File: config.mk
export PLATFORM = sky130hd
export DESIGN_NAME = w_writeback_flat
export DESIGN_NICKNAME = d
export VERILOG_FILES = /design/src/rtl/w_writeback_if.sv /design/src/rtl/w_writeback.sv /design/src/flat_wrapper.sv
export SDC_FILE = /design/constraint.sdc
export NUM_CORES = 2
export LEC_CHECK = 0
export CORE_MARGIN = 8
export CORE_UTILIZATION = 60
export CTS_BUF_LIST = sky130_fd_sc_hd__clkbuf_16
export CTS_CLUSTER_DIAMETER = 120
export DETAILED_ROUTE_END_ITERATION = 8
export GPL_ROUTABILITY_DRIVEN = 0
export PLACE_DENSITY = 0.8
export SLEW_MARGIN = 10
export SYNTH_ARGS = -nofsm -noshare
export SYNTH_HDL_FRONTEND = slang
export SYNTH_SLANG_ARGS = --single-unit
File: constraint.sdc
create_clock -name Clk -period 6.55 [get_ports Clk]
set_clock_uncertainty 0.2 [all_clocks]
set_input_delay 0.655 -clock Clk [delete_from_list [all_inputs] [get_ports Clk]]
set_output_delay 0.655 -clock Clk [all_outputs]
set_load 0.03 [all_outputs]
File: src/rtl/w_writeback_if.sv
// Writeback-stage bundle: retiring-instruction inputs, register-file read
// ports and the architectural status outputs of the W stage.
//
// Valid marks a real, retiring instruction in W. There is no back-pressure:
// whenever Valid is high on a rising clock the instruction retires.
interface w_writeback_if;
    logic        Valid;
    logic [2:0]  WbSel;
    logic [4:0]  WbAddr;
    logic [2:0]  LdType;
    logic [31:0] PC;
    logic [31:0] DR;
    logic [31:0] Y;
    logic [31:0] HILO;
    logic [1:0]  ACmpB;
    logic [4:0]  RAddr1;
    logic [4:0]  RAddr2;
    logic [31:0] RData1;
    logic [31:0] RData2;
    logic [31:0] WbData;
    logic        WbWe;
    logic [31:0] RetireCnt;
    logic [31:0] LastPC;

    // Pipeline side: drives the retiring instruction and read indices.
    modport master (
        output Valid, WbSel, WbAddr, LdType, PC, DR, Y, HILO, ACmpB,
        output RAddr1, RAddr2,
        input  RData1, RData2, WbData, WbWe, RetireCnt, LastPC
    );

    // Writeback block side.
    modport slave (
        input  Valid, WbSel, WbAddr, LdType, PC, DR, Y, HILO, ACmpB,
        input  RAddr1, RAddr2,
        output RData1, RData2, WbData, WbWe, RetireCnt, LastPC
    );
endinterface

File: src/rtl/w_writeback.sv
// W stage: selects the writeback value, extends load data, owns the
// 31-entry GPR file (GPR0 is hard zero) with same-cycle read bypass, and
// keeps the retired-instruction counter and last retired PC.
module w_writeback (
    input logic         Clk,
    input logic         Rst,
    w_writeback_if.slave wb
);

    logic [31:0] gpr_q [1:31];
    logic [31:0] gpr_d [1:31];
    logic [31:0] retire_cnt_q, retire_cnt_d;
    logic [31:0] last_pc_q, last_pc_d;

    logic [7:0]  ld_byte;
    logic [15:0] ld_half;
    logic [31:0] ld_data;
    logic [31:0] wb_data;
    logic        wb_we;

    // Load extension: pick the addressed byte/half of the memory word.
    always_comb begin
        ld_byte = wb.DR[{wb.Y[1:0], 3'b000} +: 8];
        ld_half = wb.DR[{wb.Y[1], 4'b0000} +: 16];
        case (wb.LdType)
            3'd1:    ld_data = {24'h0, ld_byte};
            3'd2:    ld_data = {{24{ld_byte[7]}}, ld_byte};
            3'd3:    ld_data = {16'h0, ld_half};
            3'd4:    ld_data = {{16{ld_half[15]}}, ld_half};
            default: ld_data = wb.DR;
        endcase
    end

    // Writeback source mux and effective write enable.
    always_comb begin
        case (wb.WbSel)
            3'd0:    wb_data = wb.Y;
            3'd1:    wb_data = ld_data;
            3'd2:    wb_data = wb.PC + 32'd8;
            3'd3:    wb_data = wb.HILO;
            3'd4:    wb_data = {31'h0, wb.ACmpB == 2'b01};
            default: wb_data = 32'h0;
        endcase
        wb_we = wb.Valid && (wb.WbAddr != 5'd0);
    end

    // Next-state for GPRs, retire counter and last PC.
    always_comb begin
        for (int i = 1; i < 32; i++) begin
            gpr_d[i] = (wb_we && (wb.WbAddr == 5'(i))) ? wb_data : gpr_q[i];
        end
        retire_cnt_d = wb.Valid ? retire_cnt_q + 32'd1 : retire_cnt_q;
        last_pc_d    = wb.Valid ? wb.PC : last_pc_q;
    end

    // State registers; reset clears everything, dropping any in-flight write.
    always_ff @(posedge Clk or negedge Rst) begin
        if (!Rst) begin
            for (int i = 1; i < 32; i++) begin
                gpr_q[i] <= 32'h0;
            end
            retire_cnt_q <= 32'h0;
            last_pc_q    <= 32'h0;
        end else begin
            for (int i = 1; i < 32; i++) begin
                gpr_q[i] <= gpr_d[i];
            end
            retire_cnt_q <= retire_cnt_d;
            last_pc_q    <= last_pc_d;
        end
    end

    // Read port 1: GPR0 is zero, a same-cycle write to the index bypasses.
    always_comb begin
        if (wb.RAddr1 == 5'd0)
            wb.RData1 = 32'h0;
        else if (wb_we && (wb.RAddr1 == wb.WbAddr))
            wb.RData1 = wb_data;
        else
            wb.RData1 = gpr_q[wb.RAddr1];
    end

    // Read port 2: identical behaviour to port 1.
    always_comb begin
        if (wb.RAddr2 == 5'd0)
            wb.RData2 = 32'h0;
        else if (wb_we && (wb.RAddr2 == wb.WbAddr))
            wb.RData2 = wb_data;
        else
            wb.RData2 = gpr_q[wb.RAddr2];
    end

    assign wb.WbData    = wb_data;
    assign wb.WbWe      = wb_we;
    assign wb.RetireCnt = retire_cnt_q;
    assign wb.LastPC    = last_pc_q;

endmodule

File: src/flat_wrapper.sv
// flat-port wrapper written by rule: the top's interface ports become plain ports
module w_writeback_flat 
  (Clk, Rst, wb_Valid, wb_WbSel, wb_WbAddr, wb_LdType, wb_PC, wb_DR, wb_Y, wb_HILO, wb_ACmpB, wb_RAddr1, wb_RAddr2, wb_RData1, wb_RData2, wb_WbData, wb_WbWe, wb_RetireCnt, wb_LastPC);
  w_writeback_if wb_i ();
  input logic Clk;
  input logic Rst;
  input wire logic [$bits(wb_i.Valid)-1:0] wb_Valid;
  input wire logic [$bits(wb_i.WbSel)-1:0] wb_WbSel;
  input wire logic [$bits(wb_i.WbAddr)-1:0] wb_WbAddr;
  input wire logic [$bits(wb_i.LdType)-1:0] wb_LdType;
  input wire logic [$bits(wb_i.PC)-1:0] wb_PC;
  input wire logic [$bits(wb_i.DR)-1:0] wb_DR;
  input wire logic [$bits(wb_i.Y)-1:0] wb_Y;
  input wire logic [$bits(wb_i.HILO)-1:0] wb_HILO;
  input wire logic [$bits(wb_i.ACmpB)-1:0] wb_ACmpB;
  input wire logic [$bits(wb_i.RAddr1)-1:0] wb_RAddr1;
  input wire logic [$bits(wb_i.RAddr2)-1:0] wb_RAddr2;
  output wire logic [$bits(wb_i.RData1)-1:0] wb_RData1;
  output wire logic [$bits(wb_i.RData2)-1:0] wb_RData2;
  output wire logic [$bits(wb_i.WbData)-1:0] wb_WbData;
  output wire logic [$bits(wb_i.WbWe)-1:0] wb_WbWe;
  output wire logic [$bits(wb_i.RetireCnt)-1:0] wb_RetireCnt;
  output wire logic [$bits(wb_i.LastPC)-1:0] wb_LastPC;
  assign wb_i.Valid = wb_Valid;
  assign wb_i.WbSel = wb_WbSel;
  assign wb_i.WbAddr = wb_WbAddr;
  assign wb_i.LdType = wb_LdType;
  assign wb_i.PC = wb_PC;
  assign wb_i.DR = wb_DR;
  assign wb_i.Y = wb_Y;
  assign wb_i.HILO = wb_HILO;
  assign wb_i.ACmpB = wb_ACmpB;
  assign wb_i.RAddr1 = wb_RAddr1;
  assign wb_i.RAddr2 = wb_RAddr2;
  assign wb_RData1 = wb_i.RData1;
  assign wb_RData2 = wb_i.RData2;
  assign wb_WbData = wb_i.WbData;
  assign wb_WbWe = wb_i.WbWe;
  assign wb_RetireCnt = wb_i.RetireCnt;
  assign wb_LastPC = wb_i.LastPC;
  w_writeback u_core (.Clk(Clk), .Rst(Rst), .wb(wb_i));
endmodule
==> flow_summary_export.csv <==
group,metric,value,unit
global_routing,grt_usage,39.4,%
yosys,yosysSeqAreaShare,47.0,%
yosys,ys_warn_count,0,
pwr,seqPwrFrac,44.9,%
floorplanning,start_util,60.4,%
run,maxCapViolCount,0,
clocking,clock_path_buffers,3,
floorplanning,row_count,112,
yosys,synth_nets,5548,
global_routing,grt_max_degree,190,
yosys,avgSynthCellArea,10.4,um2
pwr,p_comb_share,24.1,%
global_routing,grt_pass1_vias,48890,
floorplanning,num_io_pins,315,
min_path,hp-class,"reg2reg",
timing,period_needed,5.80,ns
cells_and_area,seq_area,0.0264,mm2
timing,fin_setup_tns,0,ns
clocking,cts_made_buffers,108,
global_routing,grt_pass1_wl,307,mm
pwr,power_density,305,mW/mm2
timing,setup_violations,0,
clocking,insertion_delay,0.70,ns
cells_and_area,fillers,6661,
drt,vias,48990,
global_routing,grt_antenna_before_repair,16,
drt,drt_iter0_markers,8417,
critical_path,crit_path_start_kind,"input pin",
yosys,synth_cells,5392,
timing,hold_viol_final,0,
pwr,clkPwrFrac,30.9,%
pwr,power.switching,6.22,mW
clocking,root_buffer,"clkbuf_16",
floorplanning,die_w,322,um
clocking,htree_levels,3,
yosys,yosysUniqueCellTypes,76,
clocking,clk_pin_slew,0.06,ns
cells_and_area,layout_commonest_cell,"dfrtp_1",
critical_path,cp-end-kind,"output pin",
yosys,ys_seq_elements,1056,
cells_and_area,syn2layout_area_growth,13.6,%
critical_path,path_max_fanout,14,
timing,tightest_slew,1.37,ns
cells_and_area,final_nets,5595,
timing,period_share,88.6,%
timing,maxSlewViolCount,0,
floorplanning,core_area,0.0930,mm2
drt,wl_per_cell,30.5,um
cells_and_area,multi_input_area,0.0277,mm2
drt,ant_nets,0,
global_routing,grt_overflow_total,0,
yosys,netlist_area,0.0562,mm2
timing,relSlewSlack,8.36,%
cells_and_area,final_cell_mix,"dfrtp_1, a21oi_1, nor2_1",
yosys,synth_edf_count,0,
pwr,intPower,13.2,mW
cells_and_area,drive_gt1_share,17.0,%
critical_path,crit_type,"in2out",
status,status,"completed",
drt,drt_wl_total,207,mm
clocking,cts_tree,"done",
pwr,p_leak,26.6,nW
drt,drt_first_pass_iters,9,
floorplanning,die_area,0.104,mm2
placed_design,port_buffers,314,
yosys,synthArstFlopShare,100,%
pwr,vdd_drop_max,0.256,mV
drt,drc,0,
timing,rsz0062_at_grt,"false",
pwr,finalPower,19.5,mW
floorplanning,chipHeight,322,um
critical_path,cp.arrival,4.95,ns
critical_path,required,5.69,ns
drt,drt-vias-per-instance,7.22,
clocking,cts.sinks,1056,
yosys,synth_ff_type,"dfrtp_1",
pwr,p_sw_share,32.0,%
placed_design,hpwl,132,mm
timing,fmax,0.172,GHz
[final cells by class]
| class | count | share of cell area (%) |
|---|---|---|
| Antenna cell | 5 | 0.0196 |
| Clock buffer | 111 | 4.35 |
| Clock inverter | 89 | 0.963 |
| Inverter | 48 | 0.282 |
| Multi-Input combinational cell | 3751 | 43.4 |
| Sequential cell | 1056 | 41.4 |
| Tap cell | 1254 | 2.46 |
| Timing Repair Buffer | 474 | 7.07 |
[final timing paths]
check / end / from / cells past startpoint / slack (ns)
worst max-delay path: wb_RData2[17] / wb_WbAddr[0] / 9 / 0.75
worst min-delay path: u_core.wb.RetireCnt[31] / u_core.wb.RetireCnt[31] / 1 / 0.27
worst max register to register: u_core.wb.RetireCnt[28] / u_core.wb.RetireCnt[0] / 6 / 4.42
worst min register to register: u_core.wb.RetireCnt[31] / u_core.wb.RetireCnt[31] / 1 / 0.27
max in group asynchronous: u_core.gpr_q[517] / Rst / 3 / 4.17
min in group asynchronous: u_core.gpr_q[544] / Rst / 2 / 0.38
[logic make-up (layout without fill, tap and decap cells)]
kind of cell	after synthesis	after routing	synth area share (%)
AOI/OAI and AO/OA	1550	1550	15.6
xor gates and xnor gates	71	71	1.11
adders and majority gates	3	3	0.0623
buffers and inverters	585	722	4.39
DFF	1056	1056	47.0
muxes	614	614	20.6
other	0	5	0
and+or+nand+nor	1513	1513	11.2
[stage by stage]
stage	cell area [um2]	instances	hold slack [ns]	utilization [%]	worst slack, ns
after floorplan	56200	5392	0.159	-	2.74
after global routing	63800	6783	0.307	68.6	0.634
after CTS	63800	6783	0.279	68.6	1.05
after detailed placement	60400	6582	0.271	64.9	1.04
after global placement	60400	6582	0.262	64.9	1.11
final	63800	6788	0.275	68.6	0.748
[routing by layer]
metal  vias to the layer above  wire, um  global-route usage, %
met2                      4275     88100                   55.7
met4                        22     16900                   25.7
met3                      1142     33400                   17.0
met1                     23854     68200                   49.4
li1                      19697         -                      -
met5                         -       159                      0
[flip-flops by register name, indices dropped and copies added, names as in the netlist]
register,flops
u_core.wb.RetireCnt,32
u_core.gpr_q,992
u_core.wb.LastPC,32
[power groups by stage]
| stage | clock network [mW] | registers [mW] | logic, mW |
|---|---|---|---|
| after detailed placement | 0 | 8.76 | 4.56 |
| after floorplan | 0 | 8.54 | 3.08 |
| after CTS | 6.03 | 8.68 | 4.61 |
| after global placement | 0 | 8.66 | 4.42 |
| final | 6.02 | 8.74 | 4.70 |
| after global routing | 6.29 | 8.86 | 5.01 |
[critical path, stage by stage]
cell	delay, ns
clkdlybuf4s50_1	0.67
nor2_1	0.44
nand2_1	0.09
o21ai_0	0.53
or4_1	0.80
buf_4	0.38
o211ai_1	0.13
o21ai_0	0.39
clkdlybuf4s50_1	0.85
[what timing repair did]
item | in CTS | in global routing
setup buffers | 0 | 0
endpoints found under the setup margin | 0 | 0
hold buffers | 1 | 0
gates resized for setup | 0 | 0
endpoints found under the hold margin | 84 | 0
[cells in the mapped netlist, types with 4 or more instances]
| library cell | n | area (um2) |
|---|---|---|
| buf_4 | 4 | 30.0 |
| o211ai_1 | 6 | 45.0 |
| o2bb2ai_1 | 11 | 96.3 |
| xnor2_1 | 50 | 438 |
| buf_6 | 20 | 225 |
| inv_1 | 47 | 176 |
| o2111ai_1 | 10 | 87.6 |
| and3_1 | 11 | 68.8 |
| clkbuf_1 | 389 | 1460 |
| a211oi_1 | 36 | 270 |
| mux2i_1 | 85 | 851 |
| o21ai_1 | 40 | 200 |
| buf_2 | 83 | 415 |
| o21ai_0 | 511 | 2560 |
| nand4_1 | 21 | 131 |
| a31oi_1 | 31 | 194 |
| dfrtp_1 | 1056 | 26400 |
| o21ai_2 | 14 | 123 |
| a21oi_1 | 644 | 3220 |
| or3_1 | 4 | 25.0 |
| nor2b_1 | 49 | 307 |
| o221a_2 | 8 | 90.1 |
| mux4_2 | 422 | 9500 |
| and4_1 | 6 | 52.6 |
| nand2_1 | 611 | 2290 |
| nand2b_1 | 14 | 87.6 |
| o22a_1 | 12 | 105 |
| buf_1 | 39 | 146 |
| xor2_1 | 21 | 184 |
| o31ai_1 | 4 | 30.0 |
| nor3b_1 | 6 | 45.0 |
| or4_1 | 4 | 30.0 |
| a221oi_1 | 56 | 490 |
| o22ai_1 | 61 | 382 |
| a22o_1 | 7 | 61.3 |
| nor2_1 | 632 | 2370 |
| a22oi_1 | 58 | 435 |
| nor4_1 | 29 | 181 |
| nand3_1 | 57 | 285 |
| o311ai_0 | 4 | 35.0 |
| nor3_1 | 50 | 250 |
| a21oi_2 | 7 | 61.3 |
| o221ai_1 | 5 | 43.8 |
| mux2_2 | 107 | 1200 |
No activity file was read; power rests on OpenSTA's default activity.
